## src/rtl/status_pkg.sv

```systemverilog
// Shared status-display constants and condition-selection helpers.
// Used by status_code_sel and by the downstream hex display block.
package status_pkg;

  localparam logic [11:0] STATUS_MEM_UNCALIB = 12'h500;
  localparam logic [11:0] STATUS_MEM_ERROR   = 12'h501;
  localparam logic [11:0] STATUS_DEFAULT     = 12'h100;

  localparam int IDX_UNCALIB = 0;
  localparam int IDX_MEMERR  = 1;
  localparam int IDX_FAULT   = 2;
  localparam int NUM_COND    = 3;

  typedef enum logic {ST_IDLE, ST_SHOW} sel_state_e;
  typedef logic [NUM_COND-1:0] cond_vec_t;
  typedef logic [1:0]          cond_idx_t;

  // Lowest set index; only meaningful when act != 0.
  function automatic cond_idx_t lowest_active(input cond_vec_t act);
    lowest_active = '0;
    for (int i = NUM_COND - 1; i >= 0; i--) begin
      if (act[i]) lowest_active = cond_idx_t'(i);
    end
  endfunction

  // Next set index above idx, wrapping; returns idx when it is the only one.
  function automatic cond_idx_t next_active(input cond_vec_t act, input cond_idx_t idx);
    int j;
    next_active = idx;
    for (int k = NUM_COND - 1; k >= 1; k--) begin
      j = (int'(idx) + k) % NUM_COND;
      if (act[j]) next_active = cond_idx_t'(j);
    end
  endfunction

endpackage

```

## src/rtl/status_code_sel_sync_bit.sv

```systemverilog
// Single-bit multi-flop synchroniser with asynchronous active-high reset.
module sync_bit #(
  parameter int STAGES = 2
) (
  input  logic clk,
  input  logic rst,
  input  logic i_d,
  output logic o_q
);

  logic [STAGES-1:0] r_chain;

  // NOTE: sequential state uses non-blocking assignments so every flop samples pre-edge values.
  always_ff @(posedge clk or posedge rst) begin
    if (rst) r_chain <= '0;
    else     r_chain <= {r_chain[STAGES-2:0], i_d};
  end

  assign o_q = r_chain[STAGES-1];

endmodule

```

## src/rtl/status_code_sel.sv

```systemverilog
// Resolves board status conditions to a 12-bit display code, rotating between active ones.
// Optional macro STATUS_STICKY_MEMERR_EN makes the memory-error condition sticky until fault_clear.
module status_code_sel
  import status_pkg::*;
#(
  parameter int ROTATE_CYCLES = 100000000,
  parameter int SYNC_STAGES   = 2
) (
  input  logic        clk,
  input  logic        rst,
  input  logic        mcb3_calib_done,
  input  logic        mcb3_error,
  input  logic        fault_valid,
  input  logic [11:0] fault_code,
  input  logic        fault_clear,
  output logic [11:0] state_code,
  output logic        fault_pending,
  output logic        multi_active
);

  localparam int               CNT_W    = $clog2(ROTATE_CYCLES);
  localparam logic [CNT_W-1:0] CNT_LAST = CNT_W'(ROTATE_CYCLES - 1);

  logic w_cal_s, w_err_s, w_memerr;
  cond_vec_t w_act;

  sync_bit #(.STAGES(SYNC_STAGES)) u_sync_cal (
    .clk(clk), .rst(rst), .i_d(mcb3_calib_done), .o_q(w_cal_s)
  );
  sync_bit #(.STAGES(SYNC_STAGES)) u_sync_err (
    .clk(clk), .rst(rst), .i_d(mcb3_error), .o_q(w_err_s)
  );

  // Fault latch: first fault is kept until cleared; valid wins over a same-cycle clear.
  logic [11:0] r_fault_code;
  logic        r_fault_pending;

  // NOTE: the fault code register is reset too, so a lost latch never shows stale data.
  always_ff @(posedge clk or posedge rst) begin
    if (rst) begin
      r_fault_code    <= 12'h000;
      r_fault_pending <= 1'b0;
    end else if (fault_valid && (!r_fault_pending || fault_clear)) begin
      r_fault_code    <= fault_code;
      r_fault_pending <= 1'b1;
    end else if (fault_clear) begin
      r_fault_pending <= 1'b0;
    end
  end

`ifdef STATUS_STICKY_MEMERR_EN
  logic r_memerr;
  always_ff @(posedge clk or posedge rst) begin
    if (rst)              r_memerr <= 1'b0;
    else if (w_err_s)     r_memerr <= 1'b1;
    else if (fault_clear) r_memerr <= 1'b0;
  end
  assign w_memerr = r_memerr;
`else
  assign w_memerr = w_err_s;
`endif

  always_comb begin
    w_act              = '0;
    w_act[IDX_UNCALIB] = ~w_cal_s;
    w_act[IDX_MEMERR]  = w_memerr;
    w_act[IDX_FAULT]   = r_fault_pending;
  end

  sel_state_e       r_state, w_state_nxt;
  cond_idx_t        r_idx, w_idx_nxt;
  logic [CNT_W-1:0] r_cnt, w_cnt_nxt;

  always_ff @(posedge clk or posedge rst) begin
    if (rst) begin
      r_state <= ST_SHOW;
      r_idx   <= cond_idx_t'(IDX_UNCALIB);
      r_cnt   <= '0;
    end else begin
      r_state <= w_state_nxt;
      r_idx   <= w_idx_nxt;
      r_cnt   <= w_cnt_nxt;
    end
  end

  // NOTE: every always_comb output gets a default first so no path infers a latch.
  always_comb begin
    w_state_nxt = r_state;
    w_idx_nxt   = r_idx;
    w_cnt_nxt   = '0;
    if (w_act == '0) begin
      w_state_nxt = ST_IDLE;
    end else if (r_state == ST_IDLE || !w_act[r_idx]) begin
      w_state_nxt = ST_SHOW;
      w_idx_nxt   = lowest_active(w_act);
    end else if (r_cnt == CNT_LAST) begin
      w_idx_nxt   = next_active(w_act, r_idx);
    end else begin
      w_cnt_nxt   = r_cnt + 1'b1;
    end
  end

  logic [11:0] w_code;
  always_comb begin
    w_code = STATUS_DEFAULT;
    if (r_state == ST_SHOW) begin
      case (r_idx)
        cond_idx_t'(IDX_UNCALIB): w_code = STATUS_MEM_UNCALIB;
        cond_idx_t'(IDX_MEMERR):  w_code = STATUS_MEM_ERROR;
        cond_idx_t'(IDX_FAULT):   w_code = r_fault_code;
        default:                  w_code = STATUS_DEFAULT;
      endcase
    end
  end

  logic [11:0] r_state_code;
  logic        r_multi;

  always_ff @(posedge clk or posedge rst) begin
    if (rst) begin
      r_state_code <= STATUS_MEM_UNCALIB;
      r_multi      <= 1'b0;
    end else begin
      r_state_code <= w_code;
      r_multi      <= ($countones(w_act) >= 2);
    end
  end

  assign state_code    = r_state_code;
  assign fault_pending = r_fault_pending;
  assign multi_active  = r_multi;

endmodule

```

## config.mk

```make
export PLATFORM = sky130hd
export DESIGN_NAME = status_code_sel
export DESIGN_NICKNAME = d
export VERILOG_FILES = /design/src/rtl/status_pkg.sv /design/src/rtl/status_code_sel_sync_bit.sv /design/src/rtl/status_code_sel.sv
export SDC_FILE = /design/constraint.sdc
export NUM_CORES = 1
export LEC_CHECK = 0
export ABC_AREA = 0
export CAP_MARGIN = 30
export CORE_MARGIN = 5
export CORE_UTILIZATION = 30
export CTS_CLUSTER_SIZE = 28
export DETAILED_ROUTE_END_ITERATION = 12
export SLEW_MARGIN = 20
export SYNTH_ARGS = -nofsm -noshare
export SYNTH_HDL_FRONTEND = slang
export SYNTH_SLANG_ARGS = --single-unit
```

## constraint.sdc

```tcl
create_clock -name clk -period 1.9 [get_ports clk]
set_input_delay 0.38 -clock clk [delete_from_list [all_inputs] [get_ports clk]]
set_output_delay 0.38 -clock clk [all_outputs]
set_load 0.02 [all_outputs]
```

==> key figures, run 1 <==
Timing
  • Setup violators final: 0
  • Post-layout min period: 1.86 ns
  • Slew @ Worst Pin: 0.427 ns
  • Worst Clk Skew: 0.00888 ns
  • Final hold viol count: 0
  • Fin Setup TNS: 0 ns
  • Hold Slack: 0.350 ns
  • Slew Viols, Final: 0
  • Slew margin rel.: 71.3%
  • Final Cycle Share: 97.9%
  • RSZ-0062 raised after global routing: true
  • Max Freq: 0.537 GHz

Finish
  • Layout cell share with drive strength beyond 1: 22.1%
  • Fillcell total: 850
  • Final nets: 319
  • Synth-to-layout area growth: 29.3%
  • Antenna diodes: 0

Power and ir drop
  • Leak Pwr: 1.57 nW
  • Power per Cell Area: 1150 mW/mm^2
  • Peak VDD IR: 668 uV
  • Total design power: 0.00415 W

Die
  • Core area: 0.00915 mm^2
  • Die ar.: 0.0113 mm^2
  • Die Width: 106 um
  • FP Rows: 35
  • IO Pins: 32
  • Chip height: 106 um
  • Initial Util: 30.5%

Run status
  • Outcome: finished, final reports clean

Route
  • Post-Route WL: 5300 um
  • Drt drc: 0
  • DR iter-0 viols: 49
  • Vias/cell: 4.71
  • Via count: 1928
  • Wire per inst: 13.0 um
  • DRT antenna net count: 0
  • Router iterations before antenna repair: 4

Setup path
  • WP data arrival: 2.09 ns
  • Setup CP Type: reg2reg
  • Critical path peak fanout: 6
  • CP Capture Type: register
  • Crit path required time: 2.13 ns
  • Startpoint types: register

Synthesis
  • Post-synth ARST share: 100%
  • Ranking of synthesized cells by area: dfrtp_1 (51%), xor2_1 (5.7%), mux2_2 (4.8%), nor2_1 (4.4%), ha_1 (3.6%)
  • Synth Register Bits: 60
  • Sequential area share after synthesis: 53.9%
  • Synth cell types: 42
  • Primary FF master, synth: dfrtp_1
  • Cell Area, Synth: 0.00279 mm^2
  • Syn Area/Cell: 11.4 um^2
  • Yosys warning count: 0
  • Syn Nets: 271
  • Post-Synthesis Cells: 245
  • Count leader, synth: dfrtp_1
  • Share of the synthesized area in the top cell type: 51.1%
  • EDFF count, synth: 0
  • Area leader, netlist: dfrtp_1
  • Most frequent cells after synthesis: dfrtp_1 (57), nor2_1 (33), xor2_1 (18)

Placement
  • Hpwl dp: 3440 um
  • Gp weighted congestion: 0.805
  • # port buffers: 31

CTS
  • Clk buf depth: 2
  • H-tree levels: 3
  • Worst skew pair latency: 0.34 ns
  • CTS clk-pin slew, worst paths: 0.08 ns
  • CTS Buf Count: 9
  • Sink Count: 60
  • TritonCTS clock tree: built
  • Clk root buf: clkbuf_8

GRT
  • Largest net degree at the start of global routing: 61
  • Grt ovf: 0
  • Initial antenna violation count: 0
  • Total GRT Usage: 10.2%
  • First-pass GRT wire length: 9170 um
  • Vias in the first global route: 1971

Job
  • Max-cap violation count: 0

Hold path
  • Worst min path class: reg2reg
[metal layers]
layer / GRT usage (%) / vias up / wire, um
met3: 3.58 / 7 / 272
met1: 12.5 / 942 / 2390
met4: 4.66 / 0 / 55
met5: 0 / - / 0
li1: - / 936 / -
met2: 16.2 / 43 / 2580
[sequential cells by signal, indices dropped and copies added (netlist names)]
signal	count
fault_pending	1
multi_active	1
r_cnt	27
r_fault_code	12
r_idx	2
r_state	1
state_code	12
u_sync_cal.r_chain	2
u_sync_err.r_chain	2
[final timing paths]
path	slack, ns	cells past startpoint	end	start
min in group asynchronous	0.39	3	r_cnt[9]	rst
min	0.35	0	u_sync_cal.r_chain[1]	u_sync_cal.r_chain[0]
min reg2reg	0.35	0	u_sync_cal.r_chain[1]	u_sync_cal.r_chain[0]
max reg2reg	0.04	6	r_idx[0]	r_idx[1]
max	0.04	6	r_idx[0]	r_idx[1]
max in group asynchronous	1.17	3	state_code[10]	rst
[through the flow]
stage                     area [um^2]  worst slack (ns)  util (%)  instances
after floorplan                  2800            0.0403         -        245
after global placement           3330            0.0503      36.4        391
after detailed placement         3330           0.00200      36.4        391
after CTS                        3560           0.00205      38.9        407
after global routing             3610           -0.0538      39.4        409
final                            3610            0.0395      39.4        409
[worst max-delay path, stage by stage (launching register included)]
cell and delay, ns:
dfrtp_1 0.43, buf_4 0.17, and4b_4 0.19, a41oi_4 0.29
mux2i_1 0.25, o22ai_1 0.12, mux2_4 0.29
[layout by cell type, fill, tap and decap left out, types with 5 or more instances in the layout]
cell type / n
and2_1: 11
and3_1: 8
buf_4: 9
clkbuf_8: 9
clkdlybuf4s50_1: 30
dfrtp_1: 56
ha_1: 5
inv_1: 5
mux2_2: 12
nand2_1: 14
nand3_1: 8
nand4_1: 9
nor2_1: 32
nor3_1: 5
xnor2_1: 7
xor2_1: 18
[what timing repair did]
action                                  4_1_cts  5_1_grt
resized for setup                             1       14
setup buffers                                 0        2
pin swaps                                     0        3
hold buffers                                  0        0
endpoints found under the setup margin        2        3
gates cloned                                  0        0
[final cells by class]
type                    count  area (um^2)  share of cell area, %
clock buffers               9          124                   3.43
clock inverters             7          100                   2.77
inverters                   8         30.0                  0.832
multi-input cells         171         1270                   35.2
flip-flops and latches     60         1510                   41.7
well taps                 111          139                   3.85
repair buffers             43          440                   12.2
[kinds of logic after synthesis]
| family | count (synthesis) | share of synthesized area [%] |
|---|---|---|
| fa+ha+maj | 8 | 3.59 |
| xor+xnor | 25 | 7.85 |
| buf+inv | 14 | 2.24 |
| flops | 60 | 53.9 |
| simple gates | 108 | 21.7 |
| mux | 16 | 6.41 |
| compound gates | 14 | 4.30 |
[power breakdown]
part | internal, W | switching, W
Combinational | 0.000652 | 0.000649
Clock | 0.000747 | 0.000552
Sequential | 0.00145 | 0.0000997
Total | 0.00285 | 0.00130
Power figures use the tool's default switching activity.
==> run 2: changes to the inputs <==
--- a/config.mk
+++ b/config.mk
@@ -7,7 +7,7 @@
 export LEC_CHECK = 0
 export ABC_AREA = 0
 export CAP_MARGIN = 30
-export CORE_MARGIN = 5
+export CORE_MARGIN = 4
 export CORE_UTILIZATION = 30
 export CTS_CLUSTER_SIZE = 28
 export DETAILED_ROUTE_END_ITERATION = 12
==> run 2 against run 1 <==
Sequential power about the same. Core utilization up 1.2 points. Via count up 0.16%. Design area rose by 0.10%. Cell count is 0.73% higher. Sequential share of layout area decreased by 0.078 points. Non-clock buffer count grew 6. Critical endpoint is now r_idx[1]. Largest power group unchanged.
==> key figures, run 2 (synthesis results as in run 1) <==
Route
  • Vias/cell: 4.69
  • Router iterations before antenna repair: 4
  • Via count: 1931
  • DR iter-0 viols: 51
  • Wire per inst: 13.1 um
  • DRT antenna net count: 0
  • Post-Route WL: 5380 um
  • Drt drc: 0

GRT
  • Initial antenna violation count: 0
  • Grt ovf: 0
  • Largest net degree at the start of global routing: 61
  • Total GRT Usage: 10.3%
  • Vias in the first global route: 1876
  • First-pass GRT wire length: 9140 um

Timing
  • Slew @ Worst Pin: 0.423 ns
  • Final hold viol count: 0
  • Worst Clk Skew: 0.0129 ns
  • RSZ-0062 raised after global routing: true
  • Final Cycle Share: 98.1%
  • Slew margin rel.: 71.6%
  • Post-layout min period: 1.86 ns
  • Setup violators final: 0
  • Hold Slack: 0.351 ns
  • Slew Viols, Final: 0
  • Max Freq: 0.537 GHz

Finish
  • Antenna diodes: 0
  • Most frequent cells in the layout: dfrtp_1 (57), nor2_1 (32), clkdlybuf4s50_1 (29)
  • Layout Cells excl Fill: 412
  • Layout cell share with drive strength beyond 1: 23.7%
  • Commonest non-fill, non-tap cell in the layout: dfrtp_1
  • Max reg flops: 27
  • Fillcell total: 839
  • Final nets: 325
  • Synth-to-layout area growth: 29.5%
  • Reg with most FFs: r_cnt

CTS
  • Clk buf depth: 2
  • Sink Count: 60
  • Clk root buf: clkbuf_8
  • CTS Buf Count: 9
  • H-tree levels: 3
  • TritonCTS clock tree: built
  • CTS clk-pin slew, worst paths: 0.07 ns
  • Worst skew pair latency: 0.35 ns

Die
  • Die ar.: 0.0109 mm^2
  • Die Width: 104 um
  • IO Pins: 32
  • Chip height: 104 um
  • Initial Util: 31.4%
  • Core area: 0.00889 mm^2
  • FP Rows: 34

Run status
  • Outcome: finished, final reports clean

Power and ir drop
  • Peak VDD IR: 616 uV
  • Leak Pwr: 1.58 nW
  • Power per Cell Area: 1130 mW/mm^2

Placement
  • Gp weighted congestion: 0.787
  • Hpwl dp: 3520 um
  • # port buffers: 31
  • Placed cells: 389

Setup path
  • Setup CP Type: reg2reg
  • Crit path required time: 2.18 ns
  • CP Capture Type: register
  • Critical path peak fanout: 5
  • CP bufs+invs: 1
  • Crit path max-delay cell type: dfrtp_1
  • Worst path cell trace: buf_4 -> and4b_4 -> a41oi_4 -> mux2_1 -> o22ai_1 -> mux2_4
  • WP data arrival: 2.15 ns
  • Slowest stage delay, CP: 0.43 ns
  • Crit-path leading delay family: multiplexers
  • Startpoint types: register

Hold path
  • Worst min path class: reg2reg

Job
  • Max-cap violation count: 0
==> run 2: cell types whose count changed in the layout (fill, tap and decap cells not counted), sizes merged <==
| cell | previous run | this run |
|---|---|---|
| dlygate4sd2 | 0 | 1 |
| clkinv | 4 | 2 |
| inv | 9 | 11 |
| buf | 12 | 18 |
| bufinv | 2 | 1 |
| clkinvlp | 0 | 1 |
| clkdlybuf4s50 | 30 | 29 |
==> run 2: area by class of cell <==
cell class | instances | area, um^2 | area share [%]
clock inverters | 7 | 81.3 | 2.25
clock buffers | 9 | 124 | 3.43
well taps | 108 | 135 | 3.74
inverters | 8 | 30.0 | 0.831
multi-input cells | 171 | 1260 | 35.0
repair buffers | 49 | 472 | 13.1
flip-flops and latches | 60 | 1510 | 41.7
==> run 2: layer usage <==
layer  up-vias  global-route usage (%)  wire (um)
met3        12                    2.86        232
met5         -                       0          0
li1        951                       -          -
met4         0                    5.13        108
met2        33                    15.7       2530
met1       935                    13.4       2510
==> run 2: through the flow <==
step | util, % | area [um^2] | power [W] | worst slack [ns] | setup TNS [ns]
after floorplan | - | 2800 | 0.00231 | 0.0403 | 0
final | 40.6 | 3610 | 0.00408 | 0.0361 | 0
after global placement | 37.4 | 3320 | 0.00272 | 0.0338 | 0
after global routing | 40.6 | 3610 | 0.00434 | -0.0426 | -0.0807
after detailed placement | 37.4 | 3320 | 0.00273 | -0.0535 | -0.105
after CTS | 40.1 | 3560 | 0.00405 | 0.000600 | 0
==> run 2: worst paths after layout <==
check                                      startpoint                    end  slack (ns)  cells after the start
min in group asynchronous                         rst        r_fault_code[5]        0.41                      3
worst max register to register               r_idx[0]               r_idx[1]        0.04                      6
worst min-delay path            u_sync_err.r_chain[0]  u_sync_err.r_chain[1]        0.35                      0
max in group asynchronous                         rst                r_state        1.19                      3
worst max-delay path                         r_idx[0]               r_idx[1]        0.04                      6
worst min register to register  u_sync_err.r_chain[0]  u_sync_err.r_chain[1]        0.35                      0
==> run 2: repair_timing <==
item,in CTS,in global routing
resized for setup,10,5
pin swaps,3,2
buffers inserted,2,5
hold buffers,0,0
setup endpoints to repair,3,3
==> run 2: power breakdown <==
part	internal, W	total (W)	switching, W
logic	0.000685	0.00135	0.000661
clock network	0.000623	0.00119	0.000570
registers	0.00145	0.00154	0.0000912
total	0.00276	0.00408	0.00132
